File: src/rtl/apple_pkg.sv
// apple_pkg: shared definitions for the falling-apple controller.
//   - apple_state_e : FSM state encoding (HANG/FALL/GONE; 3 is unused)
//   - SCREEN_H/SPRITE_H : vertical bounds used to retire a falling apple
//   - X_W/Y_W/VEL_W : column, signed row and velocity widths
package apple_pkg;

  localparam int X_W      = 10;
  localparam int Y_W      = 11;
  localparam int VEL_W    = 4;
  localparam int SCREEN_H = 480;
  localparam int SPRITE_H = 32;

  typedef enum logic [1:0] {
    ST_HANG = 2'd0,
    ST_FALL = 2'd1,
    ST_GONE = 2'd2
  } apple_state_e;

endpackage

File: src/rtl/apple_gravity.sv
// apple_gravity: combinational single-step gravity update.
//   vel           : current velocity (unsigned, pixels per tick)
//   y             : current signed sprite row
//   vel_next      : min(vel + GRAV, VMAX)
//   y_next        : y moved by vel_next (down for DIR=0, up for DIR=1)
//   out_of_bounds : y_next has left the screen in the fall direction
module apple_gravity
  import apple_pkg::*;
#(
  parameter int DIR  = 0,
  parameter int GRAV = 1,
  parameter int VMAX = 8
) (
  input  logic        [VEL_W-1:0] vel,
  input  logic signed [Y_W-1:0]   y,
  output logic        [VEL_W-1:0] vel_next,
  output logic signed [Y_W-1:0]   y_next,
  output logic                    out_of_bounds
);

  // One extra bit of headroom so the bound check can never see a wrapped value.
  localparam logic signed [Y_W:0] Y_LIMIT_DOWN = (Y_W + 1)'(SCREEN_H);
  localparam logic signed [Y_W:0] Y_LIMIT_UP   = (Y_W + 1)'(-SPRITE_H);

  int                  vel_sum;
  logic signed [Y_W:0] y_wide;
  logic signed [Y_W:0] vel_wide;

  always_comb begin
    // Saturate in full integer width so a large GRAV cannot wrap the 4-bit register.
    vel_sum  = int'(vel) + GRAV;
    vel_next = (vel_sum > VMAX) ? VEL_W'(VMAX) : VEL_W'(vel_sum);

    vel_wide = $signed({{(Y_W + 1 - VEL_W){1'b0}}, vel_next});
    if (DIR == 0) begin
      y_wide        = $signed({y[Y_W-1], y}) + vel_wide;
      out_of_bounds = (y_wide >= Y_LIMIT_DOWN);
    end else begin
      y_wide        = $signed({y[Y_W-1], y}) - vel_wide;
      out_of_bounds = (y_wide <= Y_LIMIT_UP);
    end
    y_next = y_wide[Y_W-1:0];
  end

endmodule

File: src/rtl/apple_ctrl.sv
// apple_ctrl: falling-apple sprite controller.
//   clk, rst    : clock and synchronous active-high reset (highest priority)
//   update_tick : frame-update strobe; triggers the fall and advances motion
//   toggle_tick : animation strobe; flips anim_frame while hanging
//   kid_x       : kid column, compared against [TRIG_LO, TRIG_HI]
//   respawn     : re-arms the apple to its rest position (beats all ticks)
//   apple_x     : constant sprite column INIT_X
//   apple_y     : signed sprite row
//   anim_frame  : sprite frame select
//   active      : apple visible and lethal (HANG or FALL)
//   state       : current FSM state, exported for observation
// All inputs are single-cycle strobes sampled on the rising edge; there is no
// handshake, every asserted strobe is consumed in the cycle it is seen.
module apple_ctrl
  import apple_pkg::*;
#(
  parameter int INIT_X  = 64,
  parameter int INIT_Y  = 91,
  parameter int TRIG_LO = 48,
  parameter int TRIG_HI = 80,
  parameter int DIR     = 0,
  parameter int GRAV    = 1,
  parameter int VMAX    = 8
) (
  input  logic                  clk,
  input  logic                  rst,
  input  logic                  update_tick,
  input  logic                  toggle_tick,
  input  logic [X_W-1:0]        kid_x,
  input  logic                  respawn,
  output logic [X_W-1:0]        apple_x,
  output logic signed [Y_W-1:0] apple_y,
  output logic                  anim_frame,
  output logic                  active,
  output logic [1:0]            state
);

  localparam logic signed [Y_W-1:0] Y_REST = Y_W'(INIT_Y);

  apple_state_e            state_q, state_d;
  logic signed [Y_W-1:0]   y_q, y_d;
  logic        [VEL_W-1:0] vel_q, vel_d;
  logic                    anim_q, anim_d;

  logic        [VEL_W-1:0] vel_step;
  logic signed [Y_W-1:0]   y_step;
  logic                    step_oob;
  logic                    kid_in_window;

  apple_gravity #(
    .DIR  (DIR),
    .GRAV (GRAV),
    .VMAX (VMAX)
  ) u_gravity (
    .vel           (vel_q),
    .y             (y_q),
    .vel_next      (vel_step),
    .y_next        (y_step),
    .out_of_bounds (step_oob)
  );

  assign kid_in_window = (int'(kid_x) >= TRIG_LO) && (int'(kid_x) <= TRIG_HI);

  always_comb begin
    state_d = state_q;
    y_d     = y_q;
    vel_d   = vel_q;
    anim_d  = anim_q;

    if (respawn) begin
      state_d = ST_HANG;
      y_d     = Y_REST;
      vel_d   = '0;
      anim_d  = 1'b0;
    end else begin
      // Animation only runs while hanging; it is independent of update_tick.
      if (toggle_tick && (state_q == ST_HANG)) begin
        anim_d = ~anim_q;
      end

      case (state_q)
        ST_HANG: begin
          // The triggering tick only changes state; motion starts on the next tick.
          if (update_tick && kid_in_window) begin
            state_d = ST_FALL;
          end
        end
        ST_FALL: begin
          if (update_tick) begin
            vel_d = vel_step;
            y_d   = y_step;
            if (step_oob) begin
              state_d = ST_GONE;
            end
          end
        end
        ST_GONE: begin
          // Parked off-screen until respawn or reset.
        end
        default: begin
          state_d = ST_HANG;
        end
      endcase
    end
  end

  always_ff @(posedge clk) begin
    if (rst) begin
      state_q <= ST_HANG;
      y_q     <= Y_REST;
      vel_q   <= '0;
      anim_q  <= 1'b0;
    end else begin
      state_q <= state_d;
      y_q     <= y_d;
      vel_q   <= vel_d;
      anim_q  <= anim_d;
    end
  end

  assign apple_x    = X_W'(INIT_X);
  assign apple_y    = y_q;
  assign anim_frame = anim_q;
  assign active     = (state_q == ST_HANG) || (state_q == ST_FALL);
  assign state      = state_q;

endmodule

File: config.mk
export PLATFORM = sky130hd
export DESIGN_NAME = apple_ctrl
export DESIGN_NICKNAME = d
export VERILOG_FILES = /design/src/rtl/apple_pkg.sv /design/src/rtl/apple_gravity.sv /design/src/rtl/apple_ctrl.sv
export SDC_FILE = /design/constraint.sdc
export NUM_CORES = 1
export LEC_CHECK = 0
export CAP_MARGIN = 25
export CELL_PAD_IN_SITES_DETAIL_PLACEMENT = 1
export CELL_PAD_IN_SITES_GLOBAL_PLACEMENT = 1
export CORE_UTILIZATION = 30
export DETAILED_ROUTE_END_ITERATION = 8
export HOLD_SLACK_MARGIN = 0.12
export PLACE_DENSITY = 0.76
export SYNTH_ARGS = -nofsm -noshare
export SYNTH_HDL_FRONTEND = slang
export SYNTH_SLANG_ARGS = --single-unit
File: constraint.sdc
create_clock -name clk -period 4 [get_ports clk]
set_input_delay 0.4 -clock clk [delete_from_list [all_inputs] [get_ports clk]]
set_output_delay 0.4 -clock clk [all_outputs]
set_load 0.03 [all_outputs]
; Word level (Yosys, flattened, before mapping)
; Cells that the tools add are included.
[word_totals]
ff_bits = 18
latch_bits = 0
ramBits = 0
mem_bits_ro = 0
elab_cells = 30
memories = 0
[classes]
add_sub_neg = 2
mul = 0
div_mod_pow = 0
magnitude_cmp = 4
eq_ne = 5
n_shift = 0
muxes = 5
n_bitwise = 2
reduce_logical = 8
[op_table]
columns = cell, count
row1 = 32-bit by 5-bit greater-than comparator with 1-bit output (second input constant), 1
row2 = 11-bit by 5-bit adder with 12-bit output, 1
row3 = 12-bit by 10-bit >= comparator with 1-bit output (second input constant), 1
row4 = 10-bit by 6-bit >= comparator with 1-bit output (second input constant), 1
row5 = 10-bit by 7-bit <= comparator with 1-bit output (second input constant), 1
row6 = 2-bit two-way mux, 3
row7 = 2-bit != test (second input constant), 3
row8 = 2-bit one-hot mux with 3 select lines, 1
row9 = 4-bit by 1-bit adder with 5-bit output (second input constant), 1
row10 = 4-bit two-way mux, 1
row11 = 4-bit AND reduction, 1
row12 = 1-bit logical AND, 3
row13 = 2-bit by 1-bit equality test with 1-bit output (second input constant), 1
row14 = 2-bit equality test (second input constant), 1
row15 = 2-bit zero test, 1
row16 = 1-bit inverter, 2
row17 = 2-bit AND reduction, 1
row18 = 2-bit OR reduction, 1
row19 = 1-bit logical OR, 1

; Logic depth before layout (Yosys ltp)
[depth]
word_depth = 8
ltp_mapped = 11

; Hierarchy
; From an unflattened synthesis, not the netlist that was laid out.
[hier_totals]
hier_cells = 167
area_unflattened_um2 = 1305.0
[modules_own_cells]
columns = mod, instances, cells_per_inst, area_per_inst_um2, seq_area_each_um2
row1 = apple_ctrl, 1, 103, 842.1, 360.3
row2 = apple_gravity, 1, 64, 462.9, 0.0

; Least setup slack after synthesis
; OpenSTA, ideal clock, no wires.
[synth_path]
path_type = register -> register
start = reg vel_q[0]
end = reg state_q[1], in the netlist state[1]
arrival_time_ps = 2498
slack_ps = 1436
stages_incl_launch_ff = 12
period_less_slack_ps = 2564
path_cell_list = dfxtp_1 > ha_1 > nor2_1 > xnor2_1 > and2_1 > fa_1 > a211oi_1 > o32ai_1 > a21oi_2 > o31ai_2 > a221o_1 > a21oi_2
[synth_between]
elab_chain_len = 7
[synth_rtl]
columns = element, line
row1 = start: declaration, apple_ctrl.sv:42  ; logic [VEL_W-1:0] vel_q, vel_d;
row2 = start signal: assignment, apple_ctrl.sv:116  ; vel_q <= vel_d;
row3 = 4-bit by 1-bit adder with 5-bit output *, apple_gravity.sv:31  ; vel_sum = int'(vel) + GRAV;
row4 = 32-bit by 5-bit greater-than comparator with 1-bit output, apple_gravity.sv:32  ; vel_next = (vel_sum > VMAX) ? VEL_W'(VMAX) : VEL_W'(vel_sum);
row5 = 4-bit two-way mux *, apple_gravity.sv:32
row6 = named net u_gravity.vel_next[1], apple_gravity.sv:16  ; output logic [VEL_W-1:0] vel_next,
row7 = 11-bit by 5-bit adder with 12-bit output *, apple_gravity.sv:36  ; y_wide = $signed({y[Y_W-1], y}) + vel_wide;
row8 = 12-bit by 10-bit >= comparator with 1-bit output *, apple_gravity.sv:37  ; out_of_bounds = (y_wide >= Y_LIMIT_DOWN);
row9 = 2-bit != test (no line) *, -
row10 = 4-bit AND reduction (no line) *, -
row11 = end signal: assignment, apple_ctrl.sv:114  ; state_q <= state_d;
row12 = end: declaration, apple_ctrl.sv:40  ; apple_state_e state_q, state_d;
; The timed path passes the listed nets; every way through them passes the cells marked *.
; A chain may end at the register's enable or synchronous reset.

; Final worst setup path
[layout_path]
start = reg vel_q[0]
end = reg state_q[0], in the netlist state[0]
; Same word-level chain as after synthesis.

==> impl_results.md <==
- Final Instance Count excl. Fillers: between 200 and 250
- Final period utilization: between 70% and 80%
- Placed cell count: around 210
- P_int: ~0.26 mW
- Final ANT Viol Nets: 0
- Seq pwr share: between 50% and 60%
- Drc violations: 0
- Number of max-cap violations: 0
- Clk_skew: between 0.0015 and 0.002 ns
- Post-CTS sizing: 0
- Peak VDD IR: between 0.1 and 0.15 mV
- Port buffer count: 29
- Setup TNS: 0 ns
- Post-CTS Setup Repair Bufs: 0
- Crit path largest cell delay: approximately 0.45 ns
- Routed vias: ~1,000
- RSZ-0062 raised after global routing: false
- Total die area: slightly above 4000 sq um
- Worst slew pin tran: 0.605 ns
- Fraction of registers with async set/reset: 0%
- Die Height: ~64 um
- Post-CTS Hold Buffers: 0
- Cells after Synth: 137
- Final nets: ~190
- Synth cell count leaders: dfxtp_1, nor2_1, nand2_1, buf_4, a21oi_1
- Avg Cell Area, Syn: 8.33 sq um
- Clock-pin slew of the registers on the worst-case setup and hold paths: approximately 0.070 ns
- Ant. Diodes: 0
- Area Growth Syn to Fin: 29.1%
- Pre-antenna DRT Iters: 4
- CP startpoint kind: flip-flop
- Critical-path cell list: ha_1 > nor2_1 > xnor2_1 > and2_1 > fa_1 > a211oi_1 > o32ai_1 > a21oi_2 > o31ai_2 > a221oi_1 > nor4_1
- GPL Wtd Cong: approximately 0.73
- Clock share of power: 36.7%
- Die width: 63.7 um
- Synth area leader: dfxtp_1
- First-pass GRT wire length: 5140 um
- Num CTS Buffers: 3
- Critical path type: flip-flop to flip-flop
- Final Critical Period: approximately 2.8 ns
- DRT iter0 DRCs: 22
- Fin Hold WS: ~0.48 ns
- Final hold vios: 0
- Top_reg_cell synth: dfxtp_1
- Grt ovf: 0
- Max_slew headroom: 59.3%
- Top cell type's share of synthesized area: a little under a third
- Ranking of synthesized cells by area: dfxtp_1, buf_4, nor2_1
- Worst min path class: flip-flop to flip-flop
- LEAKAGE: ~0.57 nW
- Via density: 4.86
- DR WL/cell: 13.4 um
- Row Count: 22
- Clock Sink Count: 18
- CP bufs+invs: 0
- Power Dens Cells: about 230 nW/um^2
- H-tree levels: 1
- Core Area: roughly 3700 sq um
- Number of synthesized flops with an enable pin: 0
- Global router's overall resource usage: 16.1%
- Clock insertion delay at the later pin of the skew report: between 0.2 and 0.3 ns
- Ys Warns: 0
- #FFs+latches synth: 18
- Top delay family on crit path: compound AO/OA/AOI/OAI gates
- Initial antenna violation count: 0
- Starting Density: between 30% and 40%
- CTS max path bufs: 2
- R2R setup slack: 1.18 ns
- Layout Utilization: around two fifths
- Seq/Total Area, Yosys: between 30% and 40%
- Share of cells above drive strength 1: 7.32%
- Switch Pwr: 0.0809 mW
- Vias in the first global route: 1,102
- CP required: just over 4 ns
- Largest net degree at the start of global routing: 14
- Slowest CP cell: fa_1
- WP data arrival: ~3.0 ns
- Crit-path max FO: 5
- CTS tree: yes
- IO Count: 40
- Clock tree root buffer cell: clkbuf_8
- Maximum clock rate: 355 MHz
- Setup violators final: 0
- Status: complete, no violations
- Netlist cell types: between 40 and 50
- Final Max Slew Viols: 0
- Post-Route WL: 2850 um
- HPWL Detailed: 2290 um
- Cell area after synthesis: roughly 1100 sq um
- Switching Share: a little under a quarter
- Combinational Power Share: 10.8%
- Critical path capture point type: flip-flop
[cells in the final DEF (no fill, tap or decap), types with 3 or more instances in the layout]
cell,Yosys,layout
clkbuf_8,0,3
clkdlybuf4s50_1,0,29
ha_1,5,5
a21oi_1,10,10
nor2_1,18,18
xnor2_1,5,5
nand2_1,17,17
dfxtp_1,18,18
xor2_1,5,5
nand3_1,5,5
conb_1,2,10
o21ai_0,3,3
[per-layer routing]
| layer | up-vias | routed length, um | track usage [%] |
|---|---|---|---|
| li1 | 518 | - | - |
| met1 | 494 | 1240 | 18.6 |
| met2 | 17 | 1510 | 29.8 |
| met3 | 2 | 78 | 3.44 |
| met4 | 0 | 15 | 3.41 |
| met5 | - | 0 | 0 |
[layout make-up]
type	instances	area (sq um)
flip-flops and latches	18	360
inverters	2	7.51
fillers	443	2190
clock buffers	3	41.3
repair buffers	29	290
multi-input cells	112	713
well taps	48	60.1
[worst register-to-register path, delay by kind of cell (launching register included)]
kind                     cells  cell delay [ns]
XOR/XNOR                     1             0.08
AO/OA/AOI/OAI                5             1.09
flip-flops                   1             0.35
adder cells (fa/ha/maj)      2             0.69
AND/OR/NAND/NOR              3             0.48
[sequential cells by signal (all words and copies together) (netlist names)]
signal and count:
anim_frame 1, vel_q 4, state 2, apple_y 11
[cell families after synthesis]
family / count (synthesis) / synth area share (%)
compound gates: 29 / 17.9
xor+xnor: 10 / 7.68
fa+ha+maj: 6 / 7.24
buf+inv: 15 / 8.55
flops: 18 / 31.6
mux: 1 / 0.877
other cells: 2 / 0.658
simple gates: 56 / 25.6
[worst paths after layout]
kind,start,depth (start not counted),endpoint
max,vel_q[0],11,state[0]
max reg2reg,vel_q[0],11,state[0]
min,vel_q[1],2,vel_q[1]
min reg2reg,vel_q[1],2,vel_q[1]
[power groups by stage]
stage	Combinational (mW)	Clock, mW	Sequential [mW]
final	0.0369	0.126	0.180
after global routing	0.0395	0.142	0.180
after CTS	0.0370	0.133	0.180
after detailed placement	0.0369	0	0.184
after global placement	0.0361	0	0.184
after floorplan	0.0258	0	0.186
[stage by stage]
stage | cell area [sq um] | power (mW) | worst slack, ns
after global routing | 1470 | 0.362 | 0.948
after global placement | 1430 | 0.220 | 1.37
after floorplan | 1170 | 0.211 | 1.44
final | 1470 | 0.343 | 1.18
after CTS | 1470 | 0.351 | 1.17
after detailed placement | 1430 | 0.221 | 1.19
Power figures use the tool's default switching activity.
